==> src/rtl/segasys1_sndcmd_if.sv <==
// CPU-to-sound command port bundle: CPU write bus, 8 MHz strobe and sound-side outputs.
interface segasys1_sndcmd_if;
  logic       clk8M_en;
  logic [7:0] cpu_ad;
  logic       cpu_iorq;
  logic       cpu_wr;
  logic [7:0] cpu_do;
  logic [7:0] sndno;
  logic       sndstart;
  logic       busy;
  logic       full;
  logic       overrun;

  modport master (
    output clk8M_en, cpu_ad, cpu_iorq, cpu_wr, cpu_do,
    input  sndno, sndstart, busy, full, overrun
  );

  modport slave (
    input  clk8M_en, cpu_ad, cpu_iorq, cpu_wr, cpu_do,
    output sndno, sndstart, busy, full, overrun
  );
endinterface

==> src/rtl/segasys1_sndcmd.sv <==
// Sound command latch: CPU OUT writes are queued and replayed as timed sndstart pulses.
// Define SNDCMD_FIFO_EN for a 4-entry FIFO; otherwise a single newest-wins holding register.
module segasys1_sndcmd #(
  parameter logic [7:0] PORT_ADR = 8'h14,
  parameter int         HOLD_CNT = 2,
  parameter int         GAP_CNT  = 2
) (
  input  logic             clk40M,
  input  logic             reset,
  segasys1_sndcmd_if.slave bus
);

  typedef enum logic [1:0] {IDLE, HOLD, GAP} state_t;

  localparam logic [3:0] HOLD_M1 = 4'(HOLD_CNT - 1);
  localparam logic [3:0] GAP_M1  = 4'(GAP_CNT - 1);

  state_t     state_q, state_d;
  logic [3:0] cnt_q, cnt_d;
  logic [7:0] sndno_q, sndno_d;
  logic       sndstart_q, sndstart_d;
  logic       overrun_q, overrun_d;
  logic       wstb_q, wstb_d;

  logic       wstb;
  logic       push;
  logic       pop;
  logic       q_empty;
  logic       q_full;
  logic [7:0] q_head;
  logic       ovr_set;

  // A CPU write may be held for many cycles; only its leading edge pushes.
  always_comb begin
    wstb   = bus.cpu_iorq & bus.cpu_wr & (bus.cpu_ad == PORT_ADR);
    wstb_d = wstb;
    push   = wstb & ~wstb_q;
  end

`ifdef SNDCMD_FIFO_EN
  localparam int DEPTH = 4;

  logic [7:0] mem_q [DEPTH];
  logic [7:0] mem_d [DEPTH];
  logic [1:0] wr_ptr_q, wr_ptr_d;
  logic [1:0] rd_ptr_q, rd_ptr_d;
  logic [2:0] count_q, count_d;
  logic       wr_en;

  always_comb begin
    q_empty  = (count_q == 3'd0);
    q_full   = (count_q == 3'(DEPTH));
    q_head   = mem_q[rd_ptr_q];
    // A pop in the same cycle frees the slot, so a full queue still accepts.
    wr_en    = push & (~q_full | pop);
    ovr_set  = push & q_full & ~pop;
    wr_ptr_d = wr_en ? wr_ptr_q + 2'd1 : wr_ptr_q;
    rd_ptr_d = pop ? rd_ptr_q + 2'd1 : rd_ptr_q;
    case ({wr_en, pop})
      2'b10:   count_d = count_q + 3'd1;
      2'b01:   count_d = count_q - 3'd1;
      default: count_d = count_q;
    endcase
    for (int i = 0; i < DEPTH; i++) begin
      mem_d[i] = (wr_en && (wr_ptr_q == 2'(i))) ? bus.cpu_do : mem_q[i];
    end
  end

  always_ff @(posedge clk40M or posedge reset) begin
    if (reset) begin
      wr_ptr_q <= 2'd0;
      rd_ptr_q <= 2'd0;
      count_q  <= 3'd0;
      for (int i = 0; i < DEPTH; i++) mem_q[i] <= 8'h00;
    end else begin
      wr_ptr_q <= wr_ptr_d;
      rd_ptr_q <= rd_ptr_d;
      count_q  <= count_d;
      for (int i = 0; i < DEPTH; i++) mem_q[i] <= mem_d[i];
    end
  end
`else
  logic       pending_q, pending_d;
  logic [7:0] hold_q, hold_d;

  always_comb begin
    q_empty   = ~pending_q;
    q_full    = pending_q;
    q_head    = hold_q;
    // Newest byte always wins; losing an unsent one is flagged.
    ovr_set   = push & pending_q & ~pop;
    hold_d    = push ? bus.cpu_do : hold_q;
    pending_d = push | (pending_q & ~pop);
  end

  always_ff @(posedge clk40M or posedge reset) begin
    if (reset) begin
      pending_q <= 1'b0;
      hold_q    <= 8'h00;
    end else begin
      pending_q <= pending_d;
      hold_q    <= hold_d;
    end
  end
`endif

  always_comb begin
    state_d    = state_q;
    cnt_d      = cnt_q;
    sndno_d    = sndno_q;
    sndstart_d = sndstart_q;
    pop        = 1'b0;
    overrun_d  = overrun_q | ovr_set;
    if (bus.clk8M_en) begin
      case (state_q)
        IDLE: begin
          if (!q_empty) begin
            pop        = 1'b1;
            sndno_d    = q_head;
            sndstart_d = 1'b1;
            cnt_d      = HOLD_M1;
            state_d    = HOLD;
          end
        end
        HOLD: begin
          if (cnt_q == 4'd0) begin
            sndstart_d = 1'b0;
            cnt_d      = GAP_M1;
            state_d    = GAP;
          end else begin
            cnt_d = cnt_q - 4'd1;
          end
        end
        GAP: begin
          if (cnt_q == 4'd0) state_d = IDLE;
          else               cnt_d   = cnt_q - 4'd1;
        end
        default: state_d = IDLE;
      endcase
    end
  end

  always_ff @(posedge clk40M or posedge reset) begin
    if (reset) begin
      state_q    <= IDLE;
      cnt_q      <= 4'd0;
      sndno_q    <= 8'h00;
      sndstart_q <= 1'b0;
      overrun_q  <= 1'b0;
      wstb_q     <= 1'b0;
    end else begin
      state_q    <= state_d;
      cnt_q      <= cnt_d;
      sndno_q    <= sndno_d;
      sndstart_q <= sndstart_d;
      overrun_q  <= overrun_d;
      wstb_q     <= wstb_d;
    end
  end

  assign bus.sndno    = sndno_q;
  assign bus.sndstart = sndstart_q;
  assign bus.busy     = ~q_empty | (state_q != IDLE);
  assign bus.full     = q_full;
  assign bus.overrun  = overrun_q;

endmodule

==> src/flat_wrapper.sv <==
// flat-port wrapper written by rule: the top's interface ports become plain ports
module segasys1_sndcmd_flat 
#(
  parameter logic [7:0] PORT_ADR = 8'h14,
  parameter int         HOLD_CNT = 2,
  parameter int         GAP_CNT  = 2
)
  (clk40M, reset, bus_clk8M_en, bus_cpu_ad, bus_cpu_iorq, bus_cpu_wr, bus_cpu_do, bus_sndno, bus_sndstart, bus_busy, bus_full, bus_overrun);
  segasys1_sndcmd_if bus_i ();
  input  logic clk40M;
  input  logic reset;
  input wire logic [$bits(bus_i.clk8M_en)-1:0] bus_clk8M_en;
  input wire logic [$bits(bus_i.cpu_ad)-1:0] bus_cpu_ad;
  input wire logic [$bits(bus_i.cpu_iorq)-1:0] bus_cpu_iorq;
  input wire logic [$bits(bus_i.cpu_wr)-1:0] bus_cpu_wr;
  input wire logic [$bits(bus_i.cpu_do)-1:0] bus_cpu_do;
  output wire logic [$bits(bus_i.sndno)-1:0] bus_sndno;
  output wire logic [$bits(bus_i.sndstart)-1:0] bus_sndstart;
  output wire logic [$bits(bus_i.busy)-1:0] bus_busy;
  output wire logic [$bits(bus_i.full)-1:0] bus_full;
  output wire logic [$bits(bus_i.overrun)-1:0] bus_overrun;
  assign bus_i.clk8M_en = bus_clk8M_en;
  assign bus_i.cpu_ad = bus_cpu_ad;
  assign bus_i.cpu_iorq = bus_cpu_iorq;
  assign bus_i.cpu_wr = bus_cpu_wr;
  assign bus_i.cpu_do = bus_cpu_do;
  assign bus_sndno = bus_i.sndno;
  assign bus_sndstart = bus_i.sndstart;
  assign bus_busy = bus_i.busy;
  assign bus_full = bus_i.full;
  assign bus_overrun = bus_i.overrun;
  segasys1_sndcmd #(.PORT_ADR(PORT_ADR), .HOLD_CNT(HOLD_CNT), .GAP_CNT(GAP_CNT)) u_core (.clk40M(clk40M), .reset(reset), .bus(bus_i));
endmodule
==> config.mk <==
export PLATFORM = sky130hd
export DESIGN_NAME = segasys1_sndcmd_flat
export DESIGN_NICKNAME = d
export VERILOG_FILES = /design/src/rtl/segasys1_sndcmd_if.sv /design/src/rtl/segasys1_sndcmd.sv /design/src/flat_wrapper.sv
export SDC_FILE = /design/constraint.sdc
export NUM_CORES = 1
export LEC_CHECK = 0
export BUFFER_PORTS_ARGS = -buffer_cell sky130_fd_sc_hd__buf_2
export CORE_ASPECT_RATIO = 1.75
export CORE_MARGIN = 1
export CORE_UTILIZATION = 51
export CTS_BUF_LIST = sky130_fd_sc_hd__clkbuf_16
export DETAILED_ROUTE_END_ITERATION = 12
export GPL_ROUTABILITY_DRIVEN = 0
export GPL_TIMING_DRIVEN = 1
export PLACE_DENSITY = 0.78
export SYNTH_ARGS = -nofsm -noshare
export SYNTH_HDL_FRONTEND = slang
export SYNTH_SLANG_ARGS = --single-unit
==> constraint.sdc <==
create_clock -name clk40M -period 1.75 [get_ports clk40M]
set_input_delay 0.0875 -clock clk40M [delete_from_list [all_inputs] [get_ports clk40M]]
set_output_delay 0.0875 -clock clk40M [all_outputs]
set_load 0.05 [all_outputs]
# Yosys cells after proc, flatten, opt, wreduce, memory -nomap -nowiden
# Cells that the tools add are included.
[totals]
regBits = 26
output_inout_bits = 12
wordCells = 50
[op_classes]
n_addsub = 1
eq_ne = 7
mux = 14
bitwise = 11
reduce_logical = 9
[ops]
columns = ["operator", "count"]
rows = [
  ["4-bit two-way mux", 3],
  ["4-bit one-hot mux with 3 select lines", 1],
  ["4-bit AND reduction", 3],
  ["8-bit by 5-bit equality test with 1-bit output, second input constant", 1],
  ["1-bit bitwise AND", 6],
  ["2-bit two-way mux", 3],
  ["2-bit by 1-bit inequality test with 1-bit output, second input constant", 3],
  ["2-bit one-hot mux with 3 select lines", 1],
  ["1-bit two-way mux", 5],
  ["4-bit zero test", 1],
  ["2-bit nonzero test", 2],
  ["4-bit by 1-bit subtractor with 4-bit output, second input constant", 1],
  ["1-bit OR", 3],
  ["3-bit AND reduction", 1],
  ["3-bit nonzero test", 1],
  ["2-bit by 1-bit equality test with 1-bit output, second input constant", 1],
  ["2-bit equality test, second input constant", 1],
  ["2-bit zero test", 1],
  ["2-bit inequality test, second input constant", 1],
  ["1-bit inverter", 2],
  ["1-bit one-hot mux with 2 select lines", 1],
]

# Logic depth before layout (Yosys ltp)
[logic_depth]
ltp_word = 6
mapped_depth = 6

# Least setup slack after synthesis
# Ideal clock, no wire load.
[synth_timing]
path_type = "flip-flop to flip-flop"
start = "register u_core.pending_q, in the netlist u_core.bus.full"
end = "register u_core.cnt_q[2]"
setup_ns = 0.076
arrival_ns = 1.721
required_ns = 1.674
slack_ns = -0.047
stages_incl_launch_ff = 5
n_path_buf = 0
synth_period_minus_slack_ns = 1.797
cell_sequence = "dfrtp_1 or2b_2 nand3b_2 or3_1 o21ai_1"
[synth_via]
elab_chain_len = 2
[synth_lines]
columns = ["item", "line", "source"]
rows = [
  ["from (decl)", "segasys1_sndcmd.sv:83", "logic pending_q, pending_d;"],
  ["from (signal assigned)", "segasys1_sndcmd.sv:101", "pending_q <= pending_d;"],
  ["2-bit by 1-bit inequality test with 1-bit output (no line)", "-", ""],
  ["4-bit AND reduction (no line)", "-", ""],
  ["to (signal assigned)", "segasys1_sndcmd.sv:153", "cnt_q <= cnt_d;"],
  ["to (decl)", "segasys1_sndcmd.sv:19", "logic [3:0] cnt_q, cnt_d;"],
]
# Every way passes these cells.
# A chain may end at the register's enable or synchronous reset.

# Worst setup path after layout
[layout_timing]
start = "register u_core.state_q[0]"
end = "register u_core.cnt_q[2]"
[layout_via]
elab_chain_len = 3
elab_cells_between_ends = 8
cone_classes = "eq/ne: 4; mux: 1; reduce/logical: 3"
[layout_lines]
columns = ["item", "line", "source"]
rows = [
  ["from (decl)", "segasys1_sndcmd.sv:18", "state_t state_q, state_d;"],
  ["from (signal assigned)", "segasys1_sndcmd.sv:152", "state_q <= state_d;"],
  ["2-bit equality test, or another cell as far along", "segasys1_sndcmd.sv:115", "case (state_q)"],
  ["2-bit inequality test (no line), or another cell as far along", "-", ""],
  ["4-bit AND reduction (no line)", "-", ""],
]
# Several ways; a longest one is shown, not always the timed one.

==> qor.csv <==
stage;metric;value;unit
clocking;htree_levels;1;
clocking;cts_buffers;3;
sta;fin_skew;3.76;ps
power;internal_power;1.29;mW
layout;syn_to_final_growth;26.3;%
worst_setup_path;worst_r2r_endpoint;u_core.cnt_q[2];
run_status;status;finished, final reports clean;
yosys;ys_ff_latch;26;
power;p_leak;0.872;nW
detailed_routing;drc;0;
yosys;ys.flop_type;dfrtp_1;
sta;finalCritPeriodShare;0.966;
detailed_routing;drt_iter0_drc;12;
global_routing;use_met3;0.0559;
yosys;synth_nets;121;
global_routing;grt_max_degree;27;
worst_setup_path;cp.arrival;1870;ps
floorplanning;dieArea;0.00267;mm2
yosys;netlist_area;0.00125;mm2
worst_setup_path;required;1930;ps
worst_setup_path;cp-start-kind;flop;
place;place.port_buffers;32;
global_routing;met2_usage;0.395;
yosys;synth.top_cell.area_share;0.518;
power;seq_power_share;0.377;
yosys;async_reset_ff_frac;1.00;
floorplanning;start_util;0.545;
clocking;cts_sinks;26;
clocking;cts_tree;yes;
layout;nFillCells;174;
clocking;root_buffer;clkbuf_16;
worst_setup_path;r2r_start;u_core.state_q[0];
yosys;ys_seq_area_frac;0.518;
yosys;synthAdderAreaFrac;0.0698;
sta;setup_ws;59.5;ps
worst_setup_path;reg2reg_depth;6;
sta;final_max_slew_viol_count;0;
detailed_routing;wirelength;2.46;mm
global_routing;gr-total-overflow;0;
place;place_hpwl;1.83;mm
yosys;syn_area_per_cell;13.5;um2
yosys;yosys.area_share.simple;0.131;
worst_setup_path;crit_type;flop to flop;
floorplanning;die-height;67.6;um
floorplanning;coreArea;0.00230;mm2
global_routing;antenna_found_initial;0;
power;power_density;1250;mW/mm2
clocking;cts_buffer_depth;2;
detailed_routing;drtPass1Iterations;4;
detailed_routing;antenna_left;0;
sta;period_minus_slack;1690;ps
place;dpl_worst_slack;61.8;ps
worst_setup_path;worstSetupStartpoint;u_core.state_q[0];
yosys;synth-edff-count;0;
sta;hold_viol;0;
power;p_clk_frac;0.250;
global_routing;grt_usage;0.214;
power;comb_power_share;0.373;
yosys;synth_top_area_cell;dfrtp_1;
global_routing;grt_first_pass_wirelength;3.83;mm
yosys;synth_compound_area_frac;0.0837;
floorplanning;io_pins;33;
detailed_routing;via_per_inst;5.54;
sta;tns;0;ps
sta;fmax;592;MHz
sta;setup_violations;0;
layout;drive_gt1_frac;0.511;
global_routing;grtUsageMet1;0.188;
worst_setup_path;path_max_fanout;5;
floorplanning;dieWidth;39.5;um
power;ir_worst_vdd;0.933;mV
sta;slew_headroom;0.782;
detailed_routing;vias;886;
detailed_routing;wl_per_cell;15.3;um
yosys;synth_top_family_by_area;multiplexers;
min_path;min_path_cells;2;
power;netSwitchingFraction;0.346;
floorplanning;num_rows;23;
clocking;path_clk_slew;60;ps
min_path;hold_class;input pin to flop;
yosys;synth_area_leaders;dfrtp_1 52%, mux2_4 9.6%, mux2_2 8.1%;
layout;diodes;0;
yosys;synth.distinct_cells;28;
yosys;synth_cells;93;
layout;nNetsFinal;164;
sta;worst-slew-pin-transition;324;ps
yosys;synth_xor_area_frac;0;
yosys;synth_warnings;0;
worst_setup_path;rrSetupSlack;60;ps
yosys;synth_mux_area_frac;0.176;
global_routing;grt_pass1_vias;942;
worst_setup_path;cp-endpoint;u_core.cnt_q[2];
run;maxCapViolations;0;
global_routing;top_usage_layer;met2;
worst_setup_path;cp-end-kind;flop;
clocking;worstSkewPairLatency;260;ps
power;p_sw;684;uW
==> flip-flops by register name, summed over array words and instances (netlist names) <==
register / count
u_core.bus.full: 1
u_core.bus.overrun: 1
u_core.bus.sndno: 8
u_core.bus.sndstart: 1
u_core.cnt_q: 4
u_core.hold_q: 8
u_core.state_q: 2
u_core.wstb_q: 1
==> critical path, stage by stage (launching register included) <==
cell and delay (ps):
dfrtp_1 380, inv_1 90, ha_1 220, or2b_2 220
nand3b_2 130, or3_4 410, o21ai_1 160
==> layout make-up <==
| type | instances | area [um2] | area share |
|---|---|---|---|
| clock buffer | 3 | 75.1 | 0.0474 |
| multi-input combinational | 60 | 589 | 0.372 |
| tap | 25 | 31.3 | 0.0197 |
| clock inverter | 1 | 3.75 | 0.00237 |
| inverter | 7 | 26.3 | 0.0166 |
| timing repair buffer | 38 | 208 | 0.131 |
| sequential | 26 | 652 | 0.411 |
==> worst min path at each step <==
stage                             start                  end  slack [ps]
after floorplan                   reset   u_core.bus.overrun         130
after global placement            reset  u_core.bus.sndno[7]         150
after detailed placement          reset      u_core.cnt_q[2]         160
after CTS                 bus_cpu_do[6]     u_core.hold_q[6]          60
after global routing      bus_cpu_do[7]     u_core.hold_q[7]          50
final                     bus_cpu_do[2]     u_core.hold_q[2]          60
==> cells by family (layout without fill, tap and decap cells) <==
kind of cell / Yosys count / after routing
AO/OA/AOI/OAI: 17 / 17
adder cells (fa/ha/maj): 7 / 7
buffers and inverters: 7 / 49
flip-flops: 26 / 26
multiplexers: 17 / 17
AND/OR/NAND/NOR: 19 / 19
==> metrics by stage <==
| stage | total power, mW | utilization | instances | instance area [um2] | hold WS [ps] |
|---|---|---|---|---|---|
| floorplan | 1.23 | - | 93 | 1260 | 127 |
| global placement | 1.37 | 0.639 | 153 | 1470 | 150 |
| detailed placement | 1.41 | 0.639 | 153 | 1470 | 161 |
| CTS | 1.93 | 0.677 | 158 | 1560 | 57.1 |
| global route | 2.09 | 0.689 | 160 | 1590 | 54.6 |
| finish | 1.98 | 0.689 | 160 | 1590 | 60.4 |
==> routing by layer <==
| layer | up-vias | wire length [um] |
|---|---|---|
| met1 | 439 | 825 |
| met5 | - | 0 |
| met4 | 0 | 49 |
| met3 | 6 | 94 |
| met2 | 24 | 1490 |
| li1 | 417 | - |
==> power groups by stage <==
stage | clock network (mW) | logic, mW | registers [mW]
2_1_floorplan | 0 | 0.461 | 0.765
5_1_grt | 0.524 | 0.810 | 0.755
4_1_cts | 0.508 | 0.673 | 0.750
3_3_place_gp | 0 | 0.625 | 0.747
6_report | 0.495 | 0.737 | 0.746
3_5_place_dp | 0 | 0.656 | 0.757
==> Yosys cell counts (2+ instances only) <==
cell type  number
a21oi_1         4
dfrtp_1        26
ha_1            7
inv_1           7
mux2_2          9
mux2_4          8
nand2_1         2
nand2b_1        2
nand3_1         2
nor2_1          4
o21ai_0         4
o21ai_1         2
==> cells in the final DEF (no fill, tap or decap), drive strengths merged, types with 2 or more instances in the layout <==
cell,instances
a21oi,4
buf,37
clkbuf,3
dfrtp,26
ha,7
inv,7
mux2,17
nand2,2
nand2b,2
nand3,2
nor2,5
o21ai,6
==> repair_timing <==
action,CTS,global route
endpoints found under the hold margin,26,0
resized for setup,0,3
buffers inserted,0,2
hold buffers,1,0
setup endpoints to repair,0,4
No activity file was read; power rests on OpenSTA's default activity.
